[src/rtl/if_fetch_queue.sv]
// if_fetch_queue
//  Fetch stage. It drives the fetch address to the unified memory, captures the two
//  instructions returned each cycle (addr, addr+4) into a circular queue of {pc, inst},
//  and presents the two oldest entries to decode. Decode pops 0, 1 or 2 entries per
//  cycle. A redirect flushes the queue and restarts fetch at a new word-aligned PC.
// Ports
//  clock, reset          core clock; asynchronous active-low reset
//  io_instAddr           fetch address (always the current PC register)
//  io_mem_inst_0/1       instructions at io_instAddr / io_instAddr+4 (same-cycle read)
//  io_redirect(_pc)      flush and restart fetch at io_redirect_pc with bits [1:0] cleared
//  io_id_valid_0/1       head / head+1 entry valid
//  io_id_inst_0/1        instructions at head / head+1
//  io_id_pc_0/1          PCs at head / head+1
//  io_id_take            entries consumed by decode this cycle (3 behaves as 2)
module if_fetch_queue #(
    parameter int unsigned DEPTH    = 8,
    parameter logic [63:0] RESET_PC = 64'h0
) (
    input  logic        clock,
    input  logic        reset,
    output logic [63:0] io_instAddr,
    input  logic [31:0] io_mem_inst_0,
    input  logic [31:0] io_mem_inst_1,
    input  logic        io_redirect,
    input  logic [63:0] io_redirect_pc,
    output logic        io_id_valid_0,
    output logic        io_id_valid_1,
    output logic [31:0] io_id_inst_0,
    output logic [31:0] io_id_inst_1,
    output logic [63:0] io_id_pc_0,
    output logic [63:0] io_id_pc_1,
    input  logic [1:0]  io_id_take
);

    localparam int unsigned PTR_W = $clog2(DEPTH);
    localparam int unsigned CNT_W = $clog2(DEPTH + 1);

    typedef struct packed {
        logic [63:0] pc;
        logic [31:0] inst;
    } entry_t;

    entry_t            entries_q [DEPTH];
    logic [63:0]       pc_q;
    logic [PTR_W-1:0]  head_q;
    logic [PTR_W-1:0]  tail_q;
    logic [CNT_W-1:0]  count_q;

    logic [CNT_W-1:0]  take_c;
    logic [CNT_W-1:0]  deq_c;
    logic              enq_c;
    logic [CNT_W-1:0]  count_next_c;
    logic [PTR_W-1:0]  head_p1_c;
    logic [PTR_W-1:0]  tail_p1_c;

    // Low address bits of a redirect target are dropped by construction.
    logic unused_redirect_lsbs;
    assign unused_redirect_lsbs = ^io_redirect_pc[1:0];

    // Dequeue/enqueue decisions; enqueue looks at the pre-dequeue occupancy.
    always_comb begin
        take_c       = (io_id_take == 2'd3) ? CNT_W'(2) : CNT_W'(io_id_take);
        deq_c        = (take_c > count_q) ? count_q : take_c;
        enq_c        = (count_q <= CNT_W'(DEPTH - 2)) && !io_redirect;
        count_next_c = count_q + (enq_c ? CNT_W'(2) : CNT_W'(0)) - deq_c;
        head_p1_c    = head_q + PTR_W'(1);
        tail_p1_c    = tail_q + PTR_W'(1);
    end

    // Control state: redirect wins over normal fetch/pop.
    always_ff @(posedge clock or negedge reset) begin
        if (!reset) begin
            pc_q    <= RESET_PC;
            head_q  <= '0;
            tail_q  <= '0;
            count_q <= '0;
        end else if (io_redirect) begin
            pc_q    <= {io_redirect_pc[63:2], 2'b00};
            head_q  <= '0;
            tail_q  <= '0;
            count_q <= '0;
        end else begin
            head_q  <= head_q + PTR_W'(deq_c);
            count_q <= count_next_c;
            if (enq_c) begin
                tail_q <= tail_q + PTR_W'(2);
                pc_q   <= pc_q + 64'd8;
            end
        end
    end

    // Queue storage is not reset; validity comes from count_q alone.
    always_ff @(posedge clock) begin
        if (enq_c) begin
            entries_q[tail_q]    <= '{pc: pc_q,          inst: io_mem_inst_0};
            entries_q[tail_p1_c] <= '{pc: pc_q + 64'd4,  inst: io_mem_inst_1};
        end
    end

    assign io_instAddr   = pc_q;
    assign io_id_valid_0 = (count_q >= CNT_W'(1));
    assign io_id_valid_1 = (count_q >= CNT_W'(2));
    assign io_id_inst_0  = entries_q[head_q].inst;
    assign io_id_pc_0    = entries_q[head_q].pc;
    assign io_id_inst_1  = entries_q[head_p1_c].inst;
    assign io_id_pc_1    = entries_q[head_p1_c].pc;

endmodule

[config.mk]
export PLATFORM = sky130hd
export DESIGN_NAME = if_fetch_queue
export DESIGN_NICKNAME = d
export VERILOG_FILES = /design/src/rtl/if_fetch_queue.sv
export SDC_FILE = /design/constraint.sdc
export NUM_CORES = 2
export LEC_CHECK = 0
export CORE_MARGIN = 8
export CORE_UTILIZATION = 45
export CTS_BUF_LIST = sky130_fd_sc_hd__clkbuf_8
export CTS_CLUSTER_DIAMETER = 80
export DETAILED_ROUTE_END_ITERATION = 6
export HOLD_SLACK_MARGIN = 0.05
export PLACE_DENSITY = 0.67
export SLEW_MARGIN = 20
export SYNTH_ARGS = -nofsm -noshare
export SYNTH_HDL_FRONTEND = slang
export SYNTH_SLANG_ARGS = --single-unit
[constraint.sdc]
create_clock -name clock -period 7.4 [get_ports clock]
set_input_delay 1.85 -clock clock [delete_from_list [all_inputs] [get_ports clock]]
set_output_delay 1.85 -clock clock [all_outputs]
set_load 0.1 [all_outputs]
== After elaboration in Yosys (flattened, before gate mapping) ==
Memories as Yosys holds them, arrays and structs flattened.
Index checks and enable logic that the tools add are counted.
Cells by class
  add/sub/neg operators: 8
  $lt $le $gt $ge: 4
  equal/unequal tests: 1
  mux-type cells: 11
  reductions and logical operators: 3
Operators with widths (number)
  64-bit 2-to-1 mux: 2
  64-bit by 3-bit adder with 64-bit output, second input constant: 1
  64-bit by 4-bit adder with 64-bit output, second input constant: 1
  3-bit 2-to-1 mux: 3
  4-bit 2-to-1 mux: 2
  3-bit by 1-bit adder with 3-bit output, second input constant: 2
  4-bit by 2-bit adder with 4-bit output: 1
  4-bit by 1-bit >= comparator with 1-bit output, second input constant: 1
  4-bit by 2-bit >= comparator with 1-bit output, second input constant: 1
  2-bit by 4-bit greater-than comparator with 1-bit output: 1
  4-bit by 3-bit less-or-equal comparator with 1-bit output, second input constant: 1
  2-bit 2-to-1 mux: 2
  4-bit subtractor: 1
  3-bit by 2-bit adder with 3-bit output, second input constant: 1
  3-bit adder: 1
  2-bit == test, second input constant: 1
  1-bit 2-to-1 mux: 2
  2-bit nonzero test: 1
  1-bit logical AND: 1
  1-bit logical NOT: 1
Word-level totals
  output and inout bits: 258
  word-level logic and storage cells: 32
  memories kept: 1
  flip-flop bits (word level): 74
  RAM bits: 768
  input port bits: 133
Memories
  entries_q: words 8, bits a word 96, rd ports 2, clocked after memory_dff 0, write ports 2, line 43  | entry_t entries_q [DEPTH];

== Logic depth before layout (Yosys ltp) ==
  depth in word-level cells: 6
  mapped depth: 13
  depth with buffers taken out: 13

== Least setup slack after synthesis ==
No wires, ideal clock.
  kind: in2reg
  from: in io_redirect
  to: mem entries_q[2][0] in the netlist's numbering (enable)
  cell stages on the path: 5
  data arrival time: 8.241 ns
  setup time: 0.626 ns
  required time: 6.774 ns
  setup slack: -1.467 ns
  buffers on the path: 2
  path through: nor4bb_1 -> o21ai_1 -> inv_1 -> clkbuf_1 -> clkbuf_1
RTL lines
  from (decl): line 24  | input logic io_redirect,
  to (decl): line 43

== Final worst setup path ==
  from: reg head_q[0]
  to: out io_id_inst_1[10]
Between the ends
  cells in the longest elaborated chain, start to end: 2
RTL lines
  from (decl): line 45  | logic [PTR_W-1:0] head_q;
  from (signal assigned): line 83  | head_q <= head_q + PTR_W'(deq_c);
  3-bit by 1-bit adder with 3-bit output: line 66  | head_p1_c = head_q + PTR_W'(1);
  memory 8 x 96 bit
  to (decl): line 29  | output logic [31:0] io_id_inst_1,
Every way passes these cells.

==> flow_summary_export.csv <==
group,metric,value,unit
setup_path,crit_path_max_fanout,54,
synth,synth_top_family_by_area,"multiplexers",
cells_and_area,layoutNonFillerInstCount,4812,
clock_tree,cts.htree.levels,4,
cells_and_area,drive_above_1_share,24.5,%
synth,yosysSeqAreaShare,54.7,%
setup_path,worstPathBufferInverterCount,2,
routing,vias,28500,
routing,detail_route.first_pass.iterations,7,
synth,yosys-mux-area-fraction,23.8,%
global_routing,busiest_layer,"met2",
run_status,run_status,"finished clean",
setup_path,cp_cell_sequence,"ha_4 -> buf_4 -> mux4_2 -> mux2_2 -> clkdlybuf4s50_1",
routing,drt-initial-drc-count,2979,
setup_path,cp_top_family,"buffers and inverters",
synth,post_synth_instance_area,0.0445,mm²
placement,place.port_buffers,382,
synth,post_synth.cell_area_avg,13.6,µm²
global_routing,antenna_found_initial,3,
floorplan,chipHeight,331,µm
synth,synthesis.yosys.warnings,0,
setup_path,critPathKind,"flop to output pin",
clock_tree,post_cts.repair.setup_buffers,0,
setup_path,slowest_delay,0.97,ns
floorplan,die_x,331,µm
clock_tree,post_cts_resized,0,
global_routing,grt.met2_usage,37.1,%
pwr,peak_vdd_ir,0.488,mV
cells_and_area,layout.nets,3562,
timing,unrepaired_setup_endpoints_after_global_routing,"false",
global_routing,grt_use_met1,30.0,%
clock_tree,cts_tree,"done",
synth,synth-compound-area-share,1.09,%
setup_path,timing.critical_path.slowest_stage_cell,"clkdlybuf4s50_1",
global_routing,pin_count_of_the_biggest_net_entering_global_routing,147,
floorplan,coreArea,0.0983,mm²
pwr,power_per_cell_area,480,mW/mm²
clock_tree,cts_inserted_buffers,142,
timing,max_freq,0.155,GHz
worst_hold_path,worst_hold_path_type,"flop to flop",
clock_tree,cts_num_sinks,823,
setup_path,cp-end-kind,"output pin",
global_routing,grt.total_usage,23.1,%
synth,netlist_instances,3266,
routing,detail_route.wirelength,128,mm
timing,worst_slew_pin_slew,1.27,ns
synth,synth-xor-area-share,5.67,%
floorplan,ios,391,
setup_path,timing.critical_path.arrival,4.61,ns
placement,number_of_cells_after_detailed_placement,4552,
timing,final_hold_viol_count,0,
timing,layout_worst_path_cycle_share,87.3,%
clock_tree,root_buffer,"clkbuf_8",
clock_tree,cts_buffer_depth,3,
floorplan,starting_utilization_of_the_core_area,45.3,%
cells_and_area,area_growth_syn_to_layout,16.1,%
global_routing,gr-total-overflow,0,
placement,detailed_place_hpwl,81.8,mm
global_routing,first_global_vias,29000,
setup_path,critPathRequiredTime,5.55,ns
setup_path,start_kind,"flop",
clock_tree,worst_skew_pair.late_latency,0.83,ns
placement,routabilityCongestion,0.946,
timing,tns,0,ns
synth,synthDistinctLibCells,51,
timing,max_slew_margin,14.8,%
routing,routed_wire_length_per_instance,26.5,µm
timing,setup_violations,0,
floorplan,placementRows,115,
global_routing,wire_length_of_the_first_global_routing_pass,188,mm
pwr,p_leak,17.0,nW
routing,route.detailed.vias_per_inst,5.93,
clock_tree,hold_buffers,0,
routing,ant_nets,0,
synth,synth_fa_ha_area_share,0.585,%
synth,count_of_state_elements_after_synthesis,823,
floorplan,die_area,0.109,mm²
timing,min_clock_period_post_route,6.46,ns
synth,yosys.area_share.simple,10.0,%
clock_tree,clkTransAtPathRegs,0.06,ns
global_routing,grtUsageMet3,5.37,%
timing,finalMaxSlewViolations,0,
routing,route.detailed.drc,0,
timing,post_route_skew,0.0426,ns
flow_run,maxCapViolations,0,
[routing by layer]
metal  vias to the layer above  wire [µm]  share of wire (%)
met4                         2       5610                4.4
met1                     14500      50500                 40
met5                         -         13              0.010
met3                       294      11000                8.6
met2                      1315      60500                 47
li1                      12400          -                  -
[worst paths after layout]
check                                start          endpoint  slack [ns]  depth (start not counted)
max in group asynchronous            reset         head_q[1]        5.35                          2
max reg2reg                io_instAddr[15]  entries_q[5][83]        3.23                          5
max                              head_q[0]  io_id_inst_1[10]        0.94                          5
min reg2reg                      tail_q[2]         tail_q[2]        0.62                          2
min                              tail_q[2]         tail_q[2]        0.62                          2
min in group asynchronous            reset        count_q[2]        0.96                          1
[report_power, final]
part	internal [mW]	switching [mW]	leakage, nW
Sequential	6.04	0.529	7.73
Clock	2.19	1.93	1.53
Combinational	4.23	9.90	7.79
Total	12.4	12.4	17.0
[kinds of logic (layout without fill, tap and decap cells)]
kind of cell               count (synthesis)  count (layout)
adders and majority gates                 19              19
other                                      1               8
xor gates and xnor gates                 288             288
buffers and inverters                    464             716
AOI/OAI and AO/OA                         86              86
and+or+nand+nor                         1018            1018
muxes                                    567             567
DFF                                      823             823
[layout by cell type, fill, tap and decap left out, drive strengths merged, types with 9 or more instances in the layout]
cell,n
ha,16
xor2,154
bufinv,9
o21ai,59
or4,12
clkdlybuf4s50,370
nor3,51
or3,13
buf,67
nand4,70
clkbuf,150
and3,11
a31oi,13
xnor2,134
nor2,165
nor4,32
clkinv,63
nor2b,11
edfxtp,752
nand2,584
nand3,48
inv,50
mux2,188
dfrtp,71
mux4,376
[flip-flops by register name, indices dropped and copies added, names as in the netlist]
| register | cells |
|---|---|
| entries_q | 752 |
| io_instAddr | 62 |
| tail_q | 2 |
| count_q | 4 |
| head_q | 3 |
[cell usage after synthesis (all sizes together)]
cell type / instances / area [µm²]
dfrtp: 71 / 1780
a22oi: 2 / 15.0
clkbuf: 342 / 1280
mux4: 376 / 8470
and3: 11 / 68.8
buf: 102 / 455
nor3b: 1 / 7.51
nor4: 32 / 206
or4b: 1 / 13.8
and4b: 1 / 10.0
nor4bb: 1 / 10.0
a221o: 2 / 20.0
nand4b: 1 / 8.76
xnor2: 134 / 1170
xor2: 154 / 1350
nand4: 70 / 459
mux2i: 3 / 30.0
fa: 3 / 60.1
clkinv: 2 / 7.51
nor2b: 11 / 68.8
or3: 13 / 81.3
a31oi: 13 / 81.3
o21ai: 59 / 295
a21boi: 1 / 7.51
a21oi: 1 / 5.00
mux2: 188 / 2120
inv: 18 / 67.6
or4: 12 / 90.1
and2: 7 / 43.8
or2: 3 / 18.8
nand2: 584 / 2190
conb: 1 / 3.75
a211oi: 1 / 7.51
ha: 16 / 200
nand3: 48 / 240
o211ai: 4 / 30.0
nor3: 51 / 275
nand2b: 1 / 6.26
edfxtp: 752 / 22600
nor2: 165 / 619
o31ai: 3 / 22.5
and4: 5 / 43.8
[stage by stage]
stage               setup WS, ns  util (%)  hold WS [ns]  instance area, µm²  total power, mW
finish                     0.938      52.6         0.620               51700             24.8
global placement            1.77      49.8         0.597               48900             20.8
detailed placement          1.74      49.8         0.605               48900             20.9
floorplan                   1.19         -         0.559               44600             17.4
global route               0.761      52.6         0.646               51700             25.7
CTS                        0.826      52.6         0.616               51700             25.1
[cell type report]
class	instances	area [µm²]
clock inverters	109	746
repair buffers	439	4330
multi-input cells	1984	18500
clock buffers	148	2040
well taps	1287	1610
fillers	8109	46600
diodes	2	5.00
inverters	20	103
flip-flops and latches	823	24400
[tightest hold or removal path: cells and delay by family (launching register included)]
family           cells  cell delay, ns
flip-flops           1            0.43
AO/OA/AOI/OAI        1            0.06
AND/OR/NAND/NOR      1            0.08
(Power assumes the default switching activity.)
